`config.mk`:
```
export PLATFORM = sky130hd
export DESIGN_NAME = binary_bcd_converter
export DESIGN_NICKNAME = d
export VERILOG_FILES = /design/src/rtl/binary_bcd_pkg.sv /design/src/rtl/bcd_dabble_cell.sv /design/src/rtl/binary_bcd_converter.sv
export SDC_FILE = /design/constraint.sdc
export NUM_CORES = 1
export LEC_CHECK = 0
export ABC_AREA = 1
export CAP_MARGIN = 20
export CORE_MARGIN = 4
export CORE_UTILIZATION = 45
export CTS_CLUSTER_SIZE = 28
export DETAILED_ROUTE_END_ITERATION = 12
export GPL_TIMING_DRIVEN = 0
export MAX_ROUTING_LAYER = met4
export PLACE_DENSITY_LB_ADDON = 0.15
export SETUP_SLACK_MARGIN = 0.02
export SYNTH_ARGS = -nofsm -noshare
export SYNTH_HDL_FRONTEND = slang
export SYNTH_SLANG_ARGS = --single-unit
export TNS_END_PERCENT = 20
```
`constraint.sdc`:
```
create_clock -name clk -period 0.85 [get_ports clk]
set_input_delay 0.085 -clock clk [delete_from_list [all_inputs] [get_ports clk]]
set_output_delay 0.085 -clock clk [all_outputs]
set_load 0.005 [all_outputs]
```
`src/rtl/binary_bcd_pkg.sv`:
```
// Shared widths, digit types and dabble-cell mode for the binary/BCD converter.
// A bcd3_t holds the digits with hundreds at index 2 and ones at index 0.
package binary_bcd_pkg;

    localparam int BIN_W      = 8;
    localparam int BIN_OUT_W  = 10;
    localparam int DIGIT_W    = 4;
    localparam int NUM_DIGITS = 3;
    localparam int BCD_W      = NUM_DIGITS * DIGIT_W;

    typedef logic [DIGIT_W-1:0] bcd_digit_t;
    typedef bcd_digit_t [NUM_DIGITS-1:0] bcd3_t;

    typedef enum logic {
        DABBLE_ADD = 1'b0,
        DABBLE_SUB = 1'b1
    } dabble_mode_e;

endpackage

```
`src/rtl/bcd_dabble_cell.sv`:
```
// Single-digit double-dabble adjuster: +3 when >= 5 (binary->BCD),
// -3 when >= 8 (BCD->binary).
module bcd_dabble_cell
    import binary_bcd_pkg::*;
(
    input  dabble_mode_e mode,
    input  bcd_digit_t   digit_in,
    output bcd_digit_t   digit_out
);

    always_comb begin
        digit_out = digit_in;
        if (mode == DABBLE_ADD) begin
            if (digit_in >= 4'd5) begin
                digit_out = digit_in + 4'd3;
            end
        end else begin
            if (digit_in >= 4'd8) begin
                digit_out = digit_in - 4'd3;
            end
        end
    end

endmodule

```
`src/rtl/binary_bcd_converter.sv`:
```
// Bidirectional binary/BCD converter: two unrolled double-dabble chains
// feeding one registered output bank (latency 1, one conversion per cycle).
module binary_bcd_converter
    import binary_bcd_pkg::*;
(
    input  logic                 clk,
    input  logic                 rst_n,
    input  logic [BIN_W-1:0]     binary_in,
    input  logic [DIGIT_W-1:0]   hundreds_in,
    input  logic [DIGIT_W-1:0]   tens_in,
    input  logic [DIGIT_W-1:0]   ones_in,
    output logic [DIGIT_W-1:0]   hundreds_out,
    output logic [DIGIT_W-1:0]   tens_out,
    output logic [DIGIT_W-1:0]   ones_out,
    output logic [BIN_OUT_W-1:0] binary_out,
    output logic                 bcd_err
);

    // Forward chain: the binary field of the scratch is never stored; the bit
    // shifted into the BCD LSB at iteration gi is simply binary_in[BIN_W-1-gi].
    bcd3_t fwd_bcd [0:BIN_W];
    assign fwd_bcd[0] = '0;

    for (genvar gi = 0; gi < BIN_W; gi++) begin : g_fwd
        bcd3_t adj;
        for (genvar gd = 0; gd < NUM_DIGITS; gd++) begin : g_digit
            bcd_dabble_cell u_cell (
                .mode      (DABBLE_ADD),
                .digit_in  (fwd_bcd[gi][gd]),
                .digit_out (adj[gd])
            );
        end
        assign fwd_bcd[gi+1] = BCD_W'({adj, binary_in[BIN_W-1-gi]});
    end

    // Reverse chain: the bit leaving the BCD LSB at iteration gi lands at
    // binary bit gi after all shifts, so the final adjust step is never needed.
    bcd3_t                rev_bcd [0:BIN_OUT_W-1];
    logic [BIN_OUT_W-1:0] rev_bin;
    assign rev_bcd[0] = {hundreds_in, tens_in, ones_in};

    for (genvar gi = 0; gi < BIN_OUT_W; gi++) begin : g_rev
        assign rev_bin[gi] = rev_bcd[gi][0][0];
        if (gi < BIN_OUT_W - 1) begin : g_adj
            bcd3_t shifted;
            bcd3_t adj;
            assign shifted = rev_bcd[gi] >> 1;
            for (genvar gd = 0; gd < NUM_DIGITS; gd++) begin : g_digit
                bcd_dabble_cell u_cell (
                    .mode      (DABBLE_SUB),
                    .digit_in  (shifted[gd]),
                    .digit_out (adj[gd])
                );
            end
            assign rev_bcd[gi+1] = adj;
        end
    end

    logic                 bcd_err_next;
    logic [BIN_OUT_W-1:0] binary_next;

    assign bcd_err_next = (hundreds_in > 4'd9) || (tens_in > 4'd9) || (ones_in > 4'd9);
    assign binary_next  = bcd_err_next ? '0 : rev_bin;

    always_ff @(posedge clk or negedge rst_n) begin
        if (!rst_n) begin
            hundreds_out <= '0;
            tens_out     <= '0;
            ones_out     <= '0;
            binary_out   <= '0;
            bcd_err      <= 1'b0;
        end else begin
            hundreds_out <= fwd_bcd[BIN_W][2];
            tens_out     <= fwd_bcd[BIN_W][1];
            ones_out     <= fwd_bcd[BIN_W][0];
            binary_out   <= binary_next;
            bcd_err      <= bcd_err_next;
        end
    end

endmodule

```
==> results.txt <==
----------------------------------------------------
[Floorplanning]
  Floorplan core area ... between 5000 and 6000 sq um
  Die X ... between 80 and 90 um
  FP Rows ... 27
  Y dimension of the die ... 83.8 um
  Full die area ... about 7000 sq um
  Number of placed I/O pins ... 45
  Starting density of the core ... 46.7%

[Clock tree]
  Hold Buf Count CTS ... 0
  Worst-case clock buffer depth ... 2
  H-Tree Level Count ... 1
  Register clock-pin slew on the reported worst setup and hold paths ... roughly 70 ps
  Root buffer cell ... clkbuf_8
  Number of buffers created by CTS ... 3
  TritonCTS clock tree ... built
  Total number of clock tree sinks ... 21

[Run status]
  Outcome ... finished, violations left
  Failing checks ... setup timing

[Timing]
  F_max ... about 280 MHz
  Final Max Slew Viols ... 0
  Endpoints failing hold ... 0
  Setup total negative slack ... -35970 ps
  Setup repair after global routing missed its margin ... yes
  Final WS setup ... -2720 ps
  Fin crit period ... about 3600 ps
  Worst slew pin tran ... between 800 and 900 ps
  Period utilisation layout ... 420%
  Setup violations, final ... 21
  Max-Slew Margin vs Limit ... 40.7%

[Logic synthesis]
  Number of distinct standard cells referenced by the synthesized netlist ... 36
  Combinational family with the most area after synthesis ... simple AND/OR/NAND/NOR gates
  Number of register bits inferred by synthesis ... 21
  Ys Warns ... 0
  Total standard cell area after synthesis ... 2590 sq um
  Simple-Gate Fraction of Synth Area ... roughly 44%
  Sequential fraction of the synthesis area ... 20.3%
  Adder and majority gate portion of the synthesized area ... about 15%
  Synthesized area per cell ... 6.72 sq um
  Cell count after synthesis ... around 390
  Compound-gate portion of the synthesized area ... under 10%
  Fraction of synthesized cell area in xor and xnor cells ... under 10%
  Mux contribution to synthesized area ... 0%

[Global routing]
  Vias in the first global route ... 2799
  Aggregate global-route resource usage ... around a fifth
  First-pass GRT wire length ... 12.0 mm
  Largest net degree at the start of global routing ... 22
  Global route overflow ... 0
  Number of antenna violations at the first check in global routing ... 0

[Placed design]
  Port buffer count ... 41
  Number of placed instances, taps included ... 499
  Final HPWL DP ... 4.35 mm
  Instance area at placement ... between 3000 and 4000 sq um
  Placer's final routability congestion estimate ... 0.803
  Post-Place Setup Slack ... -3760 ps

[Worst setup path]
  Critical Path Max Stage Delay ... approximately 260 ps
  Worst Setup End Kind ... register
  Startpoint type of the worst setup path ... input port
  Cell type of the slowest stage on the worst timing path ... or2_4
  Critical path data arrival time ... around 3700 ps
  Cell with the most instances on the worst path ... ha_4
  Critical path class ... in2reg
  Critical Path Fanout Max ... 4
  Critical path required time ... 1000 ps

[Route]
  Pre-antenna DRT Iters ... 4
  Vias per inst ... between 4 and 5
  Via count ... 2770
  Number of nets with antenna violations after detailed routing ... 0
  Count of routing violations after the opening detailed-route iteration ... 98
  Detailed-route wire length ... roughly 7.3 mm
  DRC violation count after routing ... 0
  Per-cell routed wire length ... approximately 13 um

[Power and ir drop]
  Total power ... 7.88 mW
  P per Cell Area ... between 1500 and 2000 nW/um^2
  Peak ir drop on the vdd network ... around 0.0012 V
  Leakage power of the design ... about 2.2 nW

[Layout]
  Area of all placed cells without fillers ... ~4200 sq um
  P&R area growth vs syn ... 62.3%
  Layout Nets ... between 500 and 600
  Number of antenna diodes ... 0
  Layout cells sized above 1 ... roughly 58%
  Filler Cells Inserted ... between 400 and 500
  Commonest cells after routing, fill and taps aside ... nand2_1, buf_4, nand2_2
  Most common cell after layout, fill and taps aside ... nand2_1
  Number of non-filler instances in the completed layout ... 573

[Hold path]
  Hold Path Class ... in2async

[Flow run]
  Max-capacitance violation count ... 0

----------------------------------------------------
-- worst max-delay path: cells and delay by family --
kind	cells	cell delay, ps
xor gates and xnor gates	2	350
buffers and inverters	10	500
AOI/OAI and AO/OA	1	170
adders and majority gates	6	880
and+or+nand+nor	15	1740
-- path summary, 6_finish.rpt --
path / from / to / slack, ps / depth (start not counted)
worst max-delay path: binary_in[5] / tens_out[1] / -2720 / 34
worst min-delay path: rst_n / ones_out[0] / 60 / 1
max in group asynchronous: rst_n / binary_out[0] / 250 / 1
min in group clk: ones_in[1] / binary_out[1] / 190 / 4
-- synthesized netlist by cell type (all sizes together) --
| cell | instances | area (sq um) |
|---|---|---|
| nand2 | 139 | 649 |
| inv | 71 | 274 |
| nand3 | 51 | 295 |
| ha | 30 | 375 |
| dfrtp | 21 | 526 |
| nor2 | 21 | 104 |
| o21ai | 15 | 97.6 |
| a21oi | 12 | 60.1 |
| or2 | 6 | 40.0 |
| buf | 3 | 26.3 |
| nand3b | 3 | 30.0 |
| xor2 | 3 | 41.3 |
| and2 | 2 | 15.0 |
| nor3 | 2 | 10.0 |
| o22ai | 2 | 18.8 |
| a211oi | 1 | 7.51 |
| conb | 1 | 3.75 |
| nand4 | 1 | 6.26 |
| o211ai | 1 | 7.51 |
-- final cells by class --
cell class | count | area (sq um) | share of cell area [%]
Tap cell | 72 | 90.1 | 2.15
Clock inverter | 1 | 5.00 | 0.119
Timing Repair Buffer | 111 | 871 | 20.7
Inverter | 71 | 323 | 7.69
Buffer | 3 | 26.3 | 0.626
Sequential cell | 21 | 526 | 12.5
Clock buffer | 3 | 41.3 | 0.983
Multi-Input combinational cell | 291 | 2320 | 55.2
-- flip-flops by register name, summed over array words and instances (netlist names) --
register,cells
bcd_err,1
binary_out,10
hundreds_out,2
ones_out,4
tens_out,4
-- cell families after synthesis --
family | after synthesis
AO/OA/AOI/OAI | 31
XOR/XNOR | 3
adder cells (fa/ha/maj) | 30
buffers and inverters | 74
flip-flops | 21
other | 1
AND/OR/NAND/NOR | 225
-- routing by layer --
| metal | GRT usage [%] | part of all wire, % |
|---|---|---|
| met1 | 21.4 | 40 |
| met2 | 41.6 | 57 |
| met3 | 1.38 | 1.7 |
| met4 | 4.39 | 1.4 |
| met5 | - | 0 |
-- what timing repair did --
| action | CTS | global route |
|---|---|---|
| endpoints found under the setup margin | 62 | 41 |
| pin swaps | 36 | 23 |
| setup buffers | 55 | 15 |
| gates resized for setup | 163 | 50 |
| cloned | 0 | 0 |
-- where the power goes --
group          internal (mW)  switching (mW)
sequential              1.25          0.0639
clock                  0.326           0.316
combinational           2.74            3.18
total                   4.31            3.56
-- stage by stage --
step / utilization (%) / hold WS [ps]
after detailed placement: 60.3 / 534
final: 75.8 / 55.1
after global placement: 60.3 / 531
after floorplan: - / -211
after CTS: 73.4 / 92.3
after global routing: 75.8 / 143
Note: power is estimated with default switching activity, not from simulation.
